==> config.mk <==
export PLATFORM = sky130hd
export DESIGN_NAME = regfile_signext
export DESIGN_NICKNAME = d
export VERILOG_FILES = /design/src/rtl/regfile_signext.sv
export SDC_FILE = /design/constraint.sdc
export NUM_CORES = 2
export LEC_CHECK = 0
export BUFFER_PORTS_ARGS = -buffer_cell sky130_fd_sc_hd__buf_2
export CAP_MARGIN = 15
export CORE_MARGIN = 1
export CORE_UTILIZATION = 54
export DETAILED_ROUTE_END_ITERATION = 6
export PLACE_DENSITY = 0.71
export SLEW_MARGIN = 40
export SYNTH_ARGS = -nofsm -noshare
export SYNTH_HDL_FRONTEND = slang
export SYNTH_SLANG_ARGS = --single-unit
==> constraint.sdc <==
create_clock -name clk -period 4.1 [get_ports clk]
set_input_delay 0.615 -clock clk [delete_from_list [all_inputs] [get_ports clk]]
set_output_delay 0.615 -clock clk [all_outputs]
set_load 0.1 [all_outputs]
==> src/rtl/regfile_signext.sv <==
`default_nettype none
// ============================================================================
// Module  : regfile_signext
// Brief   : Decode-stage register file (2R/1W, write-through bypass) plus
//           16-to-32-bit immediate sign extender.
// Revision: 1.0
// ============================================================================
module regfile_signext #(
  parameter int DATA_WIDTH = 32,
  parameter int ADDR_WIDTH = 5,
  parameter int IMM_WIDTH  = 16
) (
  input  logic                  clk,
  input  logic                  rst,
  input  logic [ADDR_WIDTH-1:0] read_addr_1,
  input  logic [ADDR_WIDTH-1:0] read_addr_2,
  input  logic [ADDR_WIDTH-1:0] write_addr,
  input  logic [DATA_WIDTH-1:0] write_data,
  input  logic                  write_enabled,
  output logic [DATA_WIDTH-1:0] data_1,
  output logic [DATA_WIDTH-1:0] data_2,
  input  logic [IMM_WIDTH-1:0]  imm_in,
  output logic [DATA_WIDTH-1:0] imm_out
);

  localparam int DEPTH = 2 ** ADDR_WIDTH;

  logic [DATA_WIDTH-1:0] regs_q [DEPTH];
  logic [DATA_WIDTH-1:0] regs_d [DEPTH];
  logic                  wr_live;

  // A write only takes effect (and only bypasses) when it is not squashed by
  // reset and does not target the hardwired zero register.
  assign wr_live = write_enabled && !rst && (write_addr != '0);

  always_comb begin
    for (int i = 0; i < DEPTH; i++) begin
      regs_d[i] = regs_q[i];
    end
    if (rst) begin
      for (int i = 0; i < DEPTH; i++) begin
        regs_d[i] = '0;
      end
    end else if (wr_live) begin
      regs_d[write_addr] = write_data;
    end
  end

  always_ff @(posedge clk) begin
    for (int i = 0; i < DEPTH; i++) begin
      regs_q[i] <= regs_d[i];
    end
  end

  always_comb begin
    data_1 = '0;
    if (read_addr_1 != '0) begin
      if (wr_live && (read_addr_1 == write_addr)) begin
        data_1 = write_data;
      end else begin
        data_1 = regs_q[read_addr_1];
      end
    end
  end

  always_comb begin
    data_2 = '0;
    if (read_addr_2 != '0) begin
      if (wr_live && (read_addr_2 == write_addr)) begin
        data_2 = write_data;
      end else begin
        data_2 = regs_q[read_addr_2];
      end
    end
  end

  assign imm_out = {{(DATA_WIDTH - IMM_WIDTH){imm_in[IMM_WIDTH-1]}}, imm_in};

endmodule
`default_nettype wire

==> flow_summary.yaml <==
setup_path:
  path_cells: "buf_8, buf_12, buf_12, mux2i_1, a221oi_1, nor3_1, nor4_1, a21oi_1, o22ai_2, buf_2"
  crit_family: "buffers and inverters"
  worstPathArrival_ns: 3.20
  path_common_cell: "buf_12"
  critical_path_class: "input pin to primary output"
  worst-path-buf-inv: 4
  path_max_fanout: 27
  cp-start-kind: "input pin"
  required_ns: 3.48
  critPathMaxStageDelay_ns: 0.49
  cp_slowest_cell: "buf_2"
  endpoint_kind: "primary output"
yosys:
  syn_avg_cell_area_sq_um: 8.49
  synth_edf_count: 0
  ys_ff_latch: 1024
  synth_largest_area_cell: "dfxtp_1"
  synthTopCellsByCount: "2089 x nand2_1, 1076 x a21oi_1, 1024 x dfxtp_1, 513 x clkbuf_1, 371 x mux2i_1"
  synth.most_common_cell: "nand2_1"
  yosys_warnings: 0
  postSynth.asyncResetShare_pct: 0
  synth_area_leaders: "dfxtp_1 39%, nand2_1 15%, mux4_2 14%"
  synth_area_sq_um: 52700
  synth_nets: 6272
  seq_area_frac_synth_pct: 38.9
  netlist_instances: 6206
  synthFlopType: "dfxtp_1"
  synth.top_cell.area_share_pct: 38.9
  synth_cell_type_count: 52
die:
  io_pins: 162
  dieHeight_um: 314
  die_w_um: 314
  dieArea_sq_um: 98800
  initial_core_util_pct: 54.5
  core_area_sq_um: 96700
  rows: 114
power:
  ir_drop_v: 0.000349
  p_sw_mw: 6.17
  internal_power_mw: 16.9
  p_seq_share_pct: 43.4
  finalPower_mw: 23.1
  powerDensity_nw_per_um2: 388
  power.leakage_nw: 20.1
  power_frac_clock_pct: 45.7
  netSwitchingFraction_pct: 26.8
  pwr-share-comb_pct: 10.9
min_path:
  hold_class: "input pin to register"
cts:
  postCtsSetupBuffers: 0
  clkTransAtPathRegs_ns: 0.07
  cts_tree: "built"
  holdBufCountCts: 0
  cts-buffers-inserted: 108
  cts-resized-gates: 0
  cts_sinks: 1024
  h-tree-depth: 3
  root_buffer: "clkbuf_16"
  clock_path_buffers: 3
  worstSkewPairLatency_ns: 0.70
detailed_routing:
  wl_per_cell_um: 30.1
  wl_um: 222000
  drc: 32
  vias: 51547
  vias_per_cell: 6.97
  dr.pass1.iters: 7
  ant_nets: 0
  dr.first_iter.drc_count: 9901
global_routing:
  grt_max_degree: 120
  grt_pass1_vias: 48341
  antenna_found_initial: 12
  grt-ovfl-total: 0
  grt_use_met2_pct: 60.6
  grtUsageMet3_pct: 16.3
  grt_busiest_layer: "met2"
  track_usage_pct: 43.9
  grt_pass1_wl_um: 320000
  use_met1_pct: 55.6
timing:
  hold_viol: 0
  fin_tns_setup_ns: 0
  fin_crit_ns: 3.82
  fmax_ghz: 0.262
  finalCritPeriodShare_pct: 93.2
  tightest_slew_ns: 0.924
  fin_worst_skew_ns: 0
  slew_headroom_pct: 38.4
  final-setup-viol-count: 0
  rsz0062_at_grt: "false"
  slew_violations: 0
layout:
  instances_no_fill: 7395
  reg_top3: "regs_q (1024)"
  fin_util_pct: 61.5
  stdcell_area_sq_um: 59500
  largest-register: "regs_q"
  num-fill-cells: 8043
  area_delta_synth_final_pct: 13.0
  drive_gt1_share_pct: 17.0
  nNetsFinal: 6086
  largest_reg_flops: 1024
flow_run:
  drv_cap: 0
run_status:
  violations: "design-rule violations"
  status: "finished, violations left"
place:
  dpl-instance-area_sq_um: 55700
  dp_hpwl_um: 135000
  port_buffers: 113
  dp_cells: 7185
  gp_congestion: 0.985
## cell families (layout without fill, tap and decap cells)
kind of cell              Yosys count  count (layout)  synth area share [%]
and+or+nand+nor                  2269            2269                  16.8
AOI/OAI and AO/OA                1464            1464                  16.1
DFF                              1024            1024                  38.9
muxes                             741             741                  22.2
buffers and inverters             698             600                  5.82
xor gates and xnor gates           10              10                 0.166
other                               0              11                     0
## tightest hold or removal path: cells and delay by family
kind                   cells  cell delay [ns]
buffers and inverters      1             0.25
AO/OA/AOI/OAI              1             0.06
AND/OR/NAND/NOR            1             0.11
## power groups by stage
stage / clock, mW / combinational [mW] / sequential [mW]
final: 10.6 / 2.50 / 10.0
after global routing: 10.9 / 2.52 / 10.0
after CTS: 10.5 / 2.40 / 10.0
after detailed placement: 0 / 2.39 / 10.2
after global placement: 0 / 2.38 / 10.2
after floorplan: 0 / 1.71 / 10.2
## area by class of cell
class	instances	area, sq um	share of cell area, %
antenna	11	27.5	0.0462
clock inverter	45	633	1.06
multi-input combinational	4484	29500	49.6
clock buffer	153	3140	5.28
timing repair buffer	399	4100	6.88
sequential	1024	20500	34.4
inverter	3	11.3	0.0189
tap	1276	1600	2.68
## per-layer routing
metal  wire length, um  vias to the layer above
met3             37700                     1268
met4             19700                       16
li1                  -                    21274
met1             75700                    24302
met5               185                        -
met2             89000                     4687
## placed cells by master, fill, tap and decap left out, types with 20 or more instances in the layout
master | Yosys | layout
a21oi_1 | 1076 | 1075
a221o_1 | 48 | 48
a221oi_1 | 38 | 38
a22oi_1 | 72 | 72
a32o_1 | 32 | 32
buf_12 | 0 | 93
buf_2 | 80 | 77
buf_4 | 71 | 215
clkbuf_16 | 0 | 108
clkbuf_8 | 0 | 27
clkinv_2 | 0 | 20
dfxtp_1 | 1024 | 1024
mux2_2 | 31 | 31
mux2i_1 | 371 | 371
mux4_2 | 339 | 339
nand2_1 | 2089 | 2059
nand2_2 | 0 | 30
nor2_1 | 62 | 33
nor2_4 | 0 | 29
nor2b_1 | 41 | 38
o21ai_0 | 48 | 48
o221ai_1 | 63 | 63
## path summary, 6_finish.rpt
path | to | cells past startpoint | start | slack [ns]
min | regs_q[9][11]$_SDFFE_PP0P_ | 3 | write_data[11] | 0.37
max reg2reg | regs_q[11][3]$_SDFFE_PP0P_ | 2 | regs_q[11][3]$_SDFFE_PP0P_ | 3.36
max | data_1[26] | 10 | read_addr_1[0] | 0.28
min reg2reg | regs_q[1][7]$_SDFFE_PP0P_ | 2 | regs_q[1][7]$_SDFFE_PP0P_ | 0.46
## stage by stage
stage | setup slack, ns | hold WS, ns
2_1_floorplan | 0.0489 | 0.443
3_3_place_gp | 0.383 | 0.450
3_5_place_dp | 0.367 | 0.457
4_1_cts | 0.364 | 0.342
5_1_grt | 0.209 | 0.369
6_report | 0.281 | 0.367
Power figures use the tool's default switching activity.
